### src/rtl/alu_share_arbiter_if.sv
// Bundle of requester, shared-ALU and response signals for alu_share_arbiter.
// The slave modport is the arbiter's view; master is the environment's view.
interface alu_share_arbiter_if #(
  parameter int W   = 32,
  parameter int OPW = 4
);
  logic           req0_valid;
  logic [OPW-1:0] req0_op;
  logic [W-1:0]   req0_a;
  logic [W-1:0]   req0_b;
  logic           req0_ready;
  logic           req1_valid;
  logic [OPW-1:0] req1_op;
  logic [W-1:0]   req1_a;
  logic [W-1:0]   req1_b;
  logic           req1_ready;
  logic [OPW-1:0] alu_op;
  logic [W-1:0]   alu_operand1;
  logic [W-1:0]   alu_operand2;
  logic [W-1:0]   alu_result;
  logic           alu_zero;
  logic           rsp_valid;
  logic           rsp_id;
  logic [W-1:0]   rsp_result;
  logic           rsp_zero;
  logic           rsp_ready;
  logic [15:0]    grant_count0;
  logic [15:0]    grant_count1;

  modport slave (
    input  req0_valid, req0_op, req0_a, req0_b,
    input  req1_valid, req1_op, req1_a, req1_b,
    input  alu_result, alu_zero, rsp_ready,
    output req0_ready, req1_ready,
    output alu_op, alu_operand1, alu_operand2,
    output rsp_valid, rsp_id, rsp_result, rsp_zero,
    output grant_count0, grant_count1
  );

  modport master (
    output req0_valid, req0_op, req0_a, req0_b,
    output req1_valid, req1_op, req1_a, req1_b,
    output alu_result, alu_zero, rsp_ready,
    input  req0_ready, req1_ready,
    input  alu_op, alu_operand1, alu_operand2,
    input  rsp_valid, rsp_id, rsp_result, rsp_zero,
    input  grant_count0, grant_count1
  );
endinterface

### src/rtl/alu_share_arbiter.sv
// Round-robin sharing of one combinational ALU between two requesters,
// with a one-entry tagged response register drained by valid/ready.
module alu_share_arbiter #(
  parameter int W   = 32,
  parameter int OPW = 4
) (
  input  logic               clk,
  input  logic               rst,
  alu_share_arbiter_if.slave bus
);
  typedef enum logic [0:0] {ST_EMPTY = 1'b0, ST_FULL = 1'b1} state_e;

  state_e         state_q, state_d;
  logic           last_grant_q, last_grant_d;
  logic           rsp_id_q, rsp_id_d;
  logic [W-1:0]   rsp_result_q, rsp_result_d;
  logic           rsp_zero_q, rsp_zero_d;
  logic [15:0]    grant_count0_q, grant_count0_d;
  logic [15:0]    grant_count1_q, grant_count1_d;

  logic           can_issue_s;
  logic           winner_s;
  logic           ready0_s;
  logic           ready1_s;
  logic           issue_s;
  logic [OPW-1:0] alu_op_s;
  logic [W-1:0]   alu_operand1_s;
  logic [W-1:0]   alu_operand2_s;

  // Winner selection and per-requester readies; readies never depend on the ALU result
  always_comb begin
    can_issue_s = 1'b0;
    winner_s    = 1'b0;
    case (state_q)
      ST_EMPTY: can_issue_s = 1'b1;
      ST_FULL:  can_issue_s = bus.rsp_ready;
      default:  can_issue_s = 1'b0;
    endcase
    if (bus.req0_valid && bus.req1_valid) begin
      winner_s = ~last_grant_q;
    end else if (bus.req1_valid) begin
      winner_s = 1'b1;
    end else begin
      winner_s = 1'b0;
    end
    ready0_s = can_issue_s & ~rst & ~winner_s & bus.req0_valid;
    ready1_s = can_issue_s & ~rst & winner_s & bus.req1_valid;
    issue_s  = ready0_s | ready1_s;
  end

  // Steer the winner's op and operands to the shared ALU; idle drives an all-zero add
  always_comb begin
    alu_op_s       = {OPW{1'b0}};
    alu_operand1_s = {W{1'b0}};
    alu_operand2_s = {W{1'b0}};
    if (bus.req1_valid && winner_s) begin
      alu_op_s       = bus.req1_op;
      alu_operand1_s = bus.req1_a;
      alu_operand2_s = bus.req1_b;
    end else if (bus.req0_valid && !winner_s) begin
      alu_op_s       = bus.req0_op;
      alu_operand1_s = bus.req0_a;
      alu_operand2_s = bus.req0_b;
    end else begin
      alu_op_s       = {OPW{1'b0}};
      alu_operand1_s = {W{1'b0}};
      alu_operand2_s = {W{1'b0}};
    end
  end

  // Response register, round-robin pointer and saturating grant counters
  always_comb begin
    state_d        = state_q;
    last_grant_d   = last_grant_q;
    rsp_id_d       = rsp_id_q;
    rsp_result_d   = rsp_result_q;
    rsp_zero_d     = rsp_zero_q;
    grant_count0_d = grant_count0_q;
    grant_count1_d = grant_count1_q;
    if (issue_s) begin
      state_d      = ST_FULL;
      last_grant_d = winner_s;
      rsp_id_d     = winner_s;
      rsp_result_d = bus.alu_result;
      rsp_zero_d   = bus.alu_zero;
      if (winner_s) begin
        if (grant_count1_q != 16'hFFFF) begin
          grant_count1_d = grant_count1_q + 16'd1;
        end else begin
          grant_count1_d = grant_count1_q;
        end
      end else begin
        if (grant_count0_q != 16'hFFFF) begin
          grant_count0_d = grant_count0_q + 16'd1;
        end else begin
          grant_count0_d = grant_count0_q;
        end
      end
    end else if ((state_q == ST_FULL) && bus.rsp_ready) begin
      state_d = ST_EMPTY;
    end else begin
      state_d = state_q;
    end
  end

  // State register with synchronous reset
  always_ff @(posedge clk) begin
    if (rst) begin
      state_q        <= ST_EMPTY;
      last_grant_q   <= 1'b1;
      rsp_id_q       <= 1'b0;
      rsp_result_q   <= {W{1'b0}};
      rsp_zero_q     <= 1'b0;
      grant_count0_q <= 16'd0;
      grant_count1_q <= 16'd0;
    end else begin
      state_q        <= state_d;
      last_grant_q   <= last_grant_d;
      rsp_id_q       <= rsp_id_d;
      rsp_result_q   <= rsp_result_d;
      rsp_zero_q     <= rsp_zero_d;
      grant_count0_q <= grant_count0_d;
      grant_count1_q <= grant_count1_d;
    end
  end

  assign bus.req0_ready   = ready0_s;
  assign bus.req1_ready   = ready1_s;
  assign bus.alu_op       = alu_op_s;
  assign bus.alu_operand1 = alu_operand1_s;
  assign bus.alu_operand2 = alu_operand2_s;
  assign bus.rsp_valid    = (state_q == ST_FULL);
  assign bus.rsp_id       = rsp_id_q;
  assign bus.rsp_result   = rsp_result_q;
  assign bus.rsp_zero     = rsp_zero_q;
  assign bus.grant_count0 = grant_count0_q;
  assign bus.grant_count1 = grant_count1_q;
endmodule

### src/flat_wrapper.sv
// flat-port wrapper written by rule: the top's interface ports become plain ports
module alu_share_arbiter_flat 
#(
  parameter int W   = 32,
  parameter int OPW = 4
)
  (clk, rst, bus_req0_valid, bus_req0_op, bus_req0_a, bus_req0_b, bus_req1_valid, bus_req1_op, bus_req1_a, bus_req1_b, bus_alu_result, bus_alu_zero, bus_rsp_ready, bus_req0_ready, bus_req1_ready, bus_alu_op, bus_alu_operand1, bus_alu_operand2, bus_rsp_valid, bus_rsp_id, bus_rsp_result, bus_rsp_zero, bus_grant_count0, bus_grant_count1);
  alu_share_arbiter_if #(.W(W), .OPW(OPW)) bus_i ();
  input  logic clk;
  input  logic rst;
  input wire logic [$bits(bus_i.req0_valid)-1:0] bus_req0_valid;
  input wire logic [$bits(bus_i.req0_op)-1:0] bus_req0_op;
  input wire logic [$bits(bus_i.req0_a)-1:0] bus_req0_a;
  input wire logic [$bits(bus_i.req0_b)-1:0] bus_req0_b;
  input wire logic [$bits(bus_i.req1_valid)-1:0] bus_req1_valid;
  input wire logic [$bits(bus_i.req1_op)-1:0] bus_req1_op;
  input wire logic [$bits(bus_i.req1_a)-1:0] bus_req1_a;
  input wire logic [$bits(bus_i.req1_b)-1:0] bus_req1_b;
  input wire logic [$bits(bus_i.alu_result)-1:0] bus_alu_result;
  input wire logic [$bits(bus_i.alu_zero)-1:0] bus_alu_zero;
  input wire logic [$bits(bus_i.rsp_ready)-1:0] bus_rsp_ready;
  output wire logic [$bits(bus_i.req0_ready)-1:0] bus_req0_ready;
  output wire logic [$bits(bus_i.req1_ready)-1:0] bus_req1_ready;
  output wire logic [$bits(bus_i.alu_op)-1:0] bus_alu_op;
  output wire logic [$bits(bus_i.alu_operand1)-1:0] bus_alu_operand1;
  output wire logic [$bits(bus_i.alu_operand2)-1:0] bus_alu_operand2;
  output wire logic [$bits(bus_i.rsp_valid)-1:0] bus_rsp_valid;
  output wire logic [$bits(bus_i.rsp_id)-1:0] bus_rsp_id;
  output wire logic [$bits(bus_i.rsp_result)-1:0] bus_rsp_result;
  output wire logic [$bits(bus_i.rsp_zero)-1:0] bus_rsp_zero;
  output wire logic [$bits(bus_i.grant_count0)-1:0] bus_grant_count0;
  output wire logic [$bits(bus_i.grant_count1)-1:0] bus_grant_count1;
  assign bus_i.req0_valid = bus_req0_valid;
  assign bus_i.req0_op = bus_req0_op;
  assign bus_i.req0_a = bus_req0_a;
  assign bus_i.req0_b = bus_req0_b;
  assign bus_i.req1_valid = bus_req1_valid;
  assign bus_i.req1_op = bus_req1_op;
  assign bus_i.req1_a = bus_req1_a;
  assign bus_i.req1_b = bus_req1_b;
  assign bus_i.alu_result = bus_alu_result;
  assign bus_i.alu_zero = bus_alu_zero;
  assign bus_i.rsp_ready = bus_rsp_ready;
  assign bus_req0_ready = bus_i.req0_ready;
  assign bus_req1_ready = bus_i.req1_ready;
  assign bus_alu_op = bus_i.alu_op;
  assign bus_alu_operand1 = bus_i.alu_operand1;
  assign bus_alu_operand2 = bus_i.alu_operand2;
  assign bus_rsp_valid = bus_i.rsp_valid;
  assign bus_rsp_id = bus_i.rsp_id;
  assign bus_rsp_result = bus_i.rsp_result;
  assign bus_rsp_zero = bus_i.rsp_zero;
  assign bus_grant_count0 = bus_i.grant_count0;
  assign bus_grant_count1 = bus_i.grant_count1;
  alu_share_arbiter #(.W(W), .OPW(OPW)) u_core (.clk(clk), .rst(rst), .bus(bus_i));
endmodule
### config.mk
export PLATFORM = sky130hd
export DESIGN_NAME = alu_share_arbiter_flat
export DESIGN_NICKNAME = d
export VERILOG_FILES = /design/src/rtl/alu_share_arbiter_if.sv /design/src/rtl/alu_share_arbiter.sv /design/src/flat_wrapper.sv
export SDC_FILE = /design/constraint.sdc
export NUM_CORES = 1
export LEC_CHECK = 0
export ABC_AREA = 0
export BUFFER_PORTS_ARGS = -buffer_cell sky130_fd_sc_hd__buf_2
export CAP_MARGIN = 15
export CORE_AREA = 2 2 121 123
export CTS_CLUSTER_SIZE = 24
export DETAILED_ROUTE_END_ITERATION = 12
export DIE_AREA = 0 0 123 125
export GPL_ROUTABILITY_DRIVEN = 1
export GPL_TIMING_DRIVEN = 0
export PLACE_DENSITY = 0.64
export SLEW_MARGIN = 40
export SYNTH_ARGS = -nofsm -noshare
export SYNTH_HDL_FRONTEND = slang
export SYNTH_SLANG_ARGS = --single-unit
### constraint.sdc
create_clock -name clk -period 2.7 [get_ports clk]
set_input_delay 0.405 -clock clk [delete_from_list [all_inputs] [get_ports clk]]
set_output_delay 0.405 -clock clk [all_outputs]
set_load 0.01 [all_outputs]
==> results.cfg, run 1 <==
[place]
io_buffer_count = 309
hpwl_um = 13500
globalplace.congestion = 0.843

[die]
dieWidth_um = 123
core_area_mm2 = 0.0142
row_count = 44
ios = 311
die-area_mm2 = 0.0154
die_y_um = 125
start_util_pct = 27.8

[global_routing]
grt_overflow_total = 0
antenna_found_initial = 2
grt_usage_pct = 20.8
grt_pass1_vias = 4560
grt_pass1_wl_um = 25100
grt_max_degree = 12

[synth]
synthMuxAreaShare_pct = 2.76
syn_inst = 585
ys_seq_area_share_pct = 34.5
syn_avg_cell_area_um2 = 6.75
synthArstFlopShare_pct = 0
synth_area_leaders = dfxtp_1 34%, nand2_1 21%, o21ai_0 9.0%
netlist_area_mm2 = 0.00395
ys_warn_count = 0
synth_edf_count = 0
yosysTopAreaCellShare_pct = 34.5
synthAdderAreaFrac_pct = 0.634
synth-compound-area-share_pct = 22.1
synth_top_family_by_area = simple AND/OR/NAND/NOR gates
synth-simple-area-share_pct = 34.7
synth_cell_types = 47
synthXorXnorAreaFrac_pct = 0
synth.largest_area_cell = dfxtp_1
synthFlopType = dfxtp_1
synth_nets = 761
ys_ff_latch = 68

[timing]
worst_slew_pin_slew_ps = 579
max_freq_mhz = 421
setup_viol = 0
rsz0062_at_grt = no
period_minus_slack_ps = 2370
timing.slew.headroom_pct = 61.4
hold_violations = 0
final.period_utilization_pct = 87.9
hold_ws_ps = 315
skew_ps = 6.25
drv_slew = 0
tns_ps = 0

[pwr]
ir_drop_mv = 0.361
p_leak_nw = 2.92
p_per_area_mw_per_mm2 = 474

[finish]
area_growth_pct = 52.3
drive_above_1_share_pct = 37.6
nNetsFinal = 1080
diodes = 0
fillCellCount = 1528
multiInputGateArea_mm2 = 0.00237
seq_area_mm2 = 0.00136

[detailed_routing]
drc = 0
first_pass_iters = 5
drt_wl_total_um = 16900
viasPerCell = 4.85
dr.first_iter.drc_count = 275
wl_per_cell_um = 15.5
vias = 5298
ant_nets = 0

[run]
maxCapViolCount = 0

[worst_setup_path]
cp.arrival_ps = 1970
worstSetupPathType = reg -> out
path_max_fanout = 19
cp-start-kind = flop
rrSetupSlack_ps = 690
worst_ep_required_time_ps = 2300
end_kind = output port

[clocking]
numCtsBuffers = 9
postCtsSetupBuffers = 0
cts_sinks = 68
clock_path_buffers = 2
cts.reportedPaths.clkPinSlew_ps = 60
clk_latency_ps = 330
cts_max_level = 3
cts_tree = yes
clockRootBuffer = clkbuf_16

[status]
status = complete, no violations

[hold_path]
min-delay-path-class = in -> reg
[cells in the mapped netlist (2+ instances only)]
| cell | n |
|---|---|
| mux2i_1 | 3 |
| o31ai_1 | 6 |
| buf_2 | 6 |
| clkbuf_1 | 30 |
| a21oi_1 | 44 |
| o21ai_0 | 71 |
| o311ai_0 | 7 |
| and2_1 | 2 |
| nor4_4 | 2 |
| and3_1 | 2 |
| o41ai_1 | 8 |
| nor3_1 | 5 |
| nand2b_1 | 2 |
| inv_1 | 9 |
| and4_1 | 5 |
| nor4b_1 | 2 |
| nand4_1 | 10 |
| ha_1 | 2 |
| or4_1 | 6 |
| o211ai_1 | 2 |
| nor2b_1 | 8 |
| nor4_1 | 9 |
| a31oi_1 | 4 |
| nand3_1 | 9 |
| mux2_2 | 4 |
| dfxtp_1 | 68 |
| buf_1 | 5 |
| nor2_1 | 13 |
| nand2_1 | 217 |
| or3_1 | 5 |
| mux2_1 | 3 |
[repair_timing]
item / in CTS / in global routing
resized for setup: 0 / 0
setup endpoints to repair: 0 / 7
hold buffers: 0 / 0
[flip-flops by register name, summed over array words and instances (netlist names)]
| name | flops |
|---|---|
| u_core.bus.rsp_id | 1 |
| u_core.bus.rsp_zero | 1 |
| u_core.bus.grant_count0 | 16 |
| u_core.bus.rsp_result | 32 |
| u_core.bus.grant_count1 | 16 |
| u_core.last_grant_q | 1 |
| u_core.bus.rsp_valid | 1 |
[routing by layer]
metal  share of wire (%)  global-route usage (%)
met5               0.077                       0
met4                0.57                    3.54
met3                 9.4                    6.34
met2                  47                    33.9
met1                  43                    27.5
[path summary, 6_finish.rpt]
check	cells after the start	end	start
worst max-delay path	5	bus_alu_operand2[5]	u_core.last_grant_q
worst max register to register	5	u_core.bus.grant_count0[7]	u_core.bus.grant_count0[0]
worst min-delay path	3	u_core.bus.rsp_result[0]	bus_alu_result[0]
worst min register to register	2	u_core.bus.rsp_zero	u_core.bus.rsp_zero
[power breakdown]
group          internal (W)  switching [W]
logic              0.000259       0.000364
clock network      0.000729       0.000436
registers           0.00104      0.0000217
[critical path, cell delays in order (launching register included)]
cell and delay [ps]:
dfxtp_1 330, a21boi_1 170, buf_2 340, clkbuf_1 380, o21ai_0 230, buf_2 190
[through the flow]
stage	worst slack [ps]	cells	utilization (%)	total power, W	cell area (um2)
2_1_floorplan	803	585	-	0.00138	3950
3_3_place_gp	138	1078	40.3	0.00171	5730
3_5_place_dp	163	1078	40.3	0.00171	5730
4_1_cts	44.8	1093	42.4	0.00288	6020
5_1_grt	137	1092	42.3	0.00300	6010
6_report	327	1092	42.3	0.00285	6010
[kinds of logic (layout without fill, tap and decap cells)]
group / Yosys count / count (layout)
and+or+nand+nor: 302 / 302
AOI/OAI and AO/OA: 151 / 151
DFF: 68 / 68
buffers and inverters: 52 / 375
muxes: 10 / 10
adders and majority gates: 2 / 2
[placed cells by master, fill, tap and decap left out, drive strengths merged, types with 4 or more instances in the layout]
cell type,synthesis,layout
buf,13,322
inv,9,9
or3,5,5
o311ai,7,7
clkbuf,30,39
o21ai,71,71
o41ai,8,8
nor2,13,13
a21oi,44,44
mux2,7,7
nand2,217,217
dfxtp,68,68
nor4,12,12
or4,6,6
and4,5,5
nor2b,8,8
a31oi,4,4
nor3,5,5
nand4,11,11
nand3,9,9
o31ai,6,6
[area by class of cell]
class / count / share of cell area (%)
multi-input cells: 465 / 39.5
repair buffers: 309 / 25.7
flip-flops and latches: 68 / 22.6
clock buffers: 10 / 3.97
well taps: 184 / 3.83
plain buffers: 42 / 2.93
clock inverters: 5 / 0.874
inverters: 9 / 0.562
Note: power is estimated with default switching activity, not from simulation.
==> run 2: changes to the inputs <==
--- a/config.mk
+++ b/config.mk
@@ -13,7 +13,8 @@
 export DETAILED_ROUTE_END_ITERATION = 12
 export DIE_AREA = 0 0 123 125
 export GPL_ROUTABILITY_DRIVEN = 1
-export GPL_TIMING_DRIVEN = 0
+export GPL_TIMING_DRIVEN = 1
+export MAX_ROUTING_LAYER = met4
 export PLACE_DENSITY = 0.64
 export SLEW_MARGIN = 40
 export SYNTH_ARGS = -nofsm -noshare
==> constraint.sdc (replaced) <==
create_clock -name clk -period 2.7 [get_ports clk]
set_input_delay 0 -clock clk [delete_from_list [all_inputs] [get_ports clk]]
set_output_delay 0 -clock clk [all_outputs]
set_load 0.01 [all_outputs]
==> run 2 against run 1 <==
Compared with the run above: utilization rose by 1.5 points; clock power shrank 10%; sequential share of layout area fell by 0.79 points; register-to-register slack better by 40 ps; worst hold slack got worse by 250 ps; clock skew decreased by 1.7 ps; final area grew 3.6%; critical endpoint is now u_core.bus.grant_count1[2]; largest power group is now sequential cells; highest routed layer is now met4.
==> results.cfg, run 2 (synthesis results as in run 1) <==
[finish]
seq_area_mm2 = 0.00136
fillCellCount = 1506
final_common_cell = buf_2
multiInputGateArea_mm2 = 0.00238
finish.utilization_pct = 43.9
diodes = 0
area_growth_pct = 57.8
final_cell_mix = 310 x buf_2, 217 x nand2_1, 71 x o21ai_0
drive_above_1_share_pct = 37.6
largest_reg_flops = 32
nNetsFinal = 1081

[global_routing]
antenna_found_initial = 1
grt_usage_pct = 19.3
gr-usage-met2_pct = 31.3
grt_pass1_vias = 4532
busiest_layer = met2
met3_usage_pct = 5.43
grt_max_degree = 137
grt_pass1_wl_um = 23000
grt_overflow_total = 0
grt_util_met1_pct = 24.2

[pwr]
ir_drop_mv = 0.358
p_per_area_mw_per_mm2 = 441
p_leak_nw = 3.01

[place]
io_buffer_count = 310
hpwl_um = 11300
place_ws_ps = 693
globalplace.congestion = 0.768

[status]
status = complete, no violations

[detailed_routing]
ant_nets = 0
vias = 5160
drt_wl_total_um = 15400
viasPerCell = 4.73
drc = 0
wl_per_cell_um = 14.1
first_pass_iters = 4
dr.first_iter.drc_count = 184

[worst_setup_path]
worst_ep_required_time_ps = 2900
slowest_delay_ps = 510
cp.arrival_ps = 2170
worstSetupPathType = reg -> reg
rrSetupSlack_ps = 730
cp-start-kind = flop
cp_cell_sequence = a21boi_4, nand3_1, buf_4, o311ai_0, o41ai_1
end_kind = flop
cp_slowest_cell = nand3_1
path_max_fanout = 20

[timing]
timing.slew.headroom_pct = 54.0
tns_ps = 0
drv_slew = 0
period_minus_slack_ps = 1970
setup_viol = 0
skew_ps = 4.57
worst_slew_pin_slew_ps = 688
rsz0062_at_grt = no
hold_violations = 0
hold_ws_ps = 67.3
final.period_utilization_pct = 73.0
setup_ws_ps = 729
max_freq_mhz = 507

[die]
row_count = 44
start_util_pct = 27.8
ios = 311
dieWidth_um = 123
core_area_mm2 = 0.0142
die_y_um = 125
die-area_mm2 = 0.0154

[clocking]
clk_latency_ps = 330
clockRootBuffer = clkbuf_16
cts_tree = yes
numCtsBuffers = 9
clock_path_buffers = 2
cts_max_level = 3
cts.reportedPaths.clkPinSlew_ps = 60
cts_sinks = 68

[hold_path]
min-delay-path-class = in -> reg

[run]
maxCapViolCount = 0
run 2: cell count changes in the layout (fill, tap and decap cells not counted), moves of 2 or more:
| cell | delta |
|---|---|
| buf_2 | -5 |
| clkbuf_1 | -27 |
| dlygate4sd3_1 | +33 |
| buf_4 | +7 |
| clkinv_2 | -2 |
| buf_1 | -5 |
run 2: repair_timing:
| item | CTS | global route |
|---|---|---|
| hold endpoints to repair | 33 | 0 |
| gates resized for setup | 0 | 0 |
| buffers inserted | 0 | 0 |
| hold buffers | 33 | 0 |
run 2: layout make-up:
class	instances	area share [%]
Clock buffer	12	3.96
Clock inverter	2	0.201
Inverter	9	0.542
Multi-Input combinational cell	465	38.3
Sequential cell	68	21.8
Tap cell	184	3.69
Timing Repair Buffer	352	31.5
run 2: worst max-delay path, delay by kind of cell, from the launching register on:
family / cells / cell delay, ps
flip-flops: 1 / 350
AND/OR/NAND/NOR: 1 / 510
buffers and inverters: 1 / 370
AO/OA/AOI/OAI: 3 / 610
run 2: final timing paths:
path / start / endpoint / cells after the start
max: u_core.last_grant_q / u_core.bus.grant_count1[2] / 5
min: rst / u_core.bus.grant_count1[5] / 2
max reg2reg: u_core.last_grant_q / u_core.bus.grant_count1[2] / 5
min reg2reg: u_core.bus.rsp_result[23] / u_core.bus.rsp_result[23] / 2
run 2: per-layer routing:
metal  routed length [um]  up-vias
li1                     -     2683
met1                 6780     2273
met2                 7190      193
met3                 1360       11
met4                  114        0
met5                    0        -
run 2: power by group:
part	total (W)	internal (W)	switching, W
combinational	0.000635	0.000287	0.000349
sequential	0.00106	0.00104	0.0000220
clock	0.00105	0.000635	0.000414
total	0.00275	0.00196	0.000785
run 2: through the flow:
stage | std cells | cell area (um2) | total power [W]
finish | 1092 | 6230 | 0.00275
global route | 1092 | 6230 | 0.00289
CTS | 1092 | 6230 | 0.00277
detailed placement | 1045 | 5640 | 0.00168
global placement | 1045 | 5640 | 0.00168
floorplan | 585 | 3950 | 0.00138
==> run 3: changes to the inputs <==
--- a/config.mk
+++ b/config.mk
@@ -8,14 +8,14 @@
 export ABC_AREA = 0
 export BUFFER_PORTS_ARGS = -buffer_cell sky130_fd_sc_hd__buf_2
 export CAP_MARGIN = 15
-export CORE_AREA = 2 2 121 123
+export CORE_AREA = 2 2 122 124
 export CTS_CLUSTER_SIZE = 24
 export DETAILED_ROUTE_END_ITERATION = 12
-export DIE_AREA = 0 0 123 125
+export DIE_AREA = 0 0 124 126
 export GPL_ROUTABILITY_DRIVEN = 1
 export GPL_TIMING_DRIVEN = 1
 export MAX_ROUTING_LAYER = met4
-export PLACE_DENSITY = 0.64
+export PLACE_DENSITY = 0.63
 export SLEW_MARGIN = 40
 export SYNTH_ARGS = -nofsm -noshare
 export SYNTH_HDL_FRONTEND = slang
==> constraint.sdc (replaced) <==
create_clock -name clk -period 1.9 [get_ports clk]
set_input_delay 0 -clock clk [delete_from_list [all_inputs] [get_ports clk]]
set_output_delay 0 -clock clk [all_outputs]
set_load 0.01 [all_outputs]
==> run 3 against run 2 <==
Compared with the run above: critical path depth unchanged; critical endpoint is now u_core.bus.grant_count0[10]; final area grew 2.7%; clock skew increased by 2.6 ps; clock-buffer cell count shrank 3; wire length up 5.2%.
==> results.cfg, run 3 (synthesis results as in run 1) <==
[clocking]
cts.reportedPaths.clkPinSlew_ps = 60
clk_latency_ps = 330
cts_max_level = 3
cts_sinks = 68
clock_path_buffers = 2
cts_tree = yes
postCtsSetupBuffers = 0
clockRootBuffer = clkbuf_16
numCtsBuffers = 9

[timing]
drv_slew = 0
max_freq_mhz = 563
worst_slew_pin_slew_ps = 591
timing.slew.headroom_pct = 60.6
final.period_utilization_pct = 93.5
hold_violations = 0
hold_ws_ps = 64.0
skew_ps = 7.16
period_minus_slack_ps = 1780
setup_viol = 0

[pwr]
total_power_w = 0.00390
internal_power_w = 0.00276
p_leak_nw = 3.12
switchingPower_w = 0.00114
ir_drop_mv = 0.480
combPwrFrac_pct = 23.6
p_sw_share_pct = 29.3
p_per_area_mw_per_mm2 = 609
p_seq_share_pct = 38.8
power_frac_clock_pct = 37.7

[die]
ios = 311
die_y_um = 126
core_area_mm2 = 0.0143
start_util_pct = 27.6
dieWidth_um = 124
die-area_mm2 = 0.0156
row_count = 44

[finish]
finish.utilization_pct = 44.7
nNetsFinal = 1099
final_cell_mix = 311 x buf_2, 217 x nand2_1, 71 x o21ai_0
largest_reg_flops = 32
fillCellCount = 1458
post-route-cell-area_mm2 = 0.00640
drive_above_1_share_pct = 39.2
layout.cells.non_filler = 1114
final_common_cell = buf_2
seq_area_mm2 = 0.00136
multiInputGateArea_mm2 = 0.00239
area_growth_pct = 62.0

[worst_setup_path]
cp.arrival_ps = 1990
cp_cell_sequence = ha_1, nand4_1, buf_4, nor4_1, mux2_2
end_kind = flop
slowest_delay_ps = 410
path_buf_inv = 1
worstSetupPathType = reg -> reg
cp-start-kind = flop
cp_slowest_cell = dfxtp_1
crit_family = simple AND/OR/NAND/NOR gates
worst_ep_required_time_ps = 2120
path_max_fanout = 6

[global_routing]
antenna_found_initial = 5
grt_overflow_total = 0
grt_usage_pct = 19.8
grt_max_degree = 137
grt_pass1_wl_um = 23600
grt_pass1_vias = 4635

[place]
placed_area_mm2 = 0.00578
io_buffer_count = 310
dp.cells = 1062
hpwl_um = 12000
globalplace.congestion = 0.820

[run]
maxCapViolCount = 0

[detailed_routing]
vias = 5288
drc = 0
first_pass_iters = 5
viasPerCell = 4.75
drt_wl_total_um = 16200
wl_per_cell_um = 14.6
dr.first_iter.drc_count = 245
ant_nets = 0

[status]
status = complete, no violations

[hold_path]
min-delay-path-class = in -> reg
==> run 3: cell types whose count changed in the layout (fill, tap and decap cells not counted) <==
cell	before	now
buf_16	0	1
buf_2	310	311
buf_4	8	24
clkbuf_1	2	0
clkbuf_8	1	0
clkinv_2	1	5
diode_2	0	3
nor4b_1	2	1
nor4b_2	0	1
==> run 3: repair_timing <==
item	CTS	global route
endpoints found under the setup margin	0	5
endpoints found under the hold margin	33	0
gates resized for setup	0	4
hold buffers	33	0
==> run 3: layout make-up <==
cell class,instances,share of cell area [%]
clock buffers,9,3.52
flip-flops and latches,68,21.3
clock inverters,6,0.509
inverters,9,0.528
repair buffers,370,33.1
well taps,184,3.60
diodes,3,0.117
multi-input cells,465,37.4
==> run 3: path summary, 6_finish.rpt <==
check,slack [ps],depth (start not counted),to,startpoint
max,120,5,u_core.bus.grant_count0[10],u_core.bus.grant_count0[0]
max reg2reg,120,5,u_core.bus.grant_count0[10],u_core.bus.grant_count0[0]
min,60,3,u_core.bus.grant_count1[13],rst
min reg2reg,450,2,u_core.bus.rsp_result[0],u_core.bus.rsp_result[0]
==> run 3: metal layers <==
metal  global-route usage, %  routed length [um]
met5                       -                   0
met4                    5.09                 209
met3                    5.16                1570
met2                    31.7                7690
met1                    24.6                6770
==> run 3: through the flow <==
step	setup TNS, ps	worst slack [ps]
finish	0	124
floorplan	0	114
detailed placement	0	142
global route	-7.42	-7.04
global placement	0	198
CTS	0	113
==> run 3: worst register-to-register path: stages, from the launching register on <==
cell	delay, ps
dfxtp_1	410
ha_1	240
nand4_1	180
buf_4	200
nor4_1	270
mux2_2	370
==> run 3: power by group through the flow <==
stage,combinational (W),sequential [W],clock [W]
6_report,0.000918,0.00151,0.00147
5_1_grt,0.00103,0.00152,0.00157
4_1_cts,0.000918,0.00151,0.00150
3_5_place_dp,0.000862,0.00154,0
3_3_place_gp,0.000861,0.00154,0
2_1_floorplan,0.000395,0.00156,0
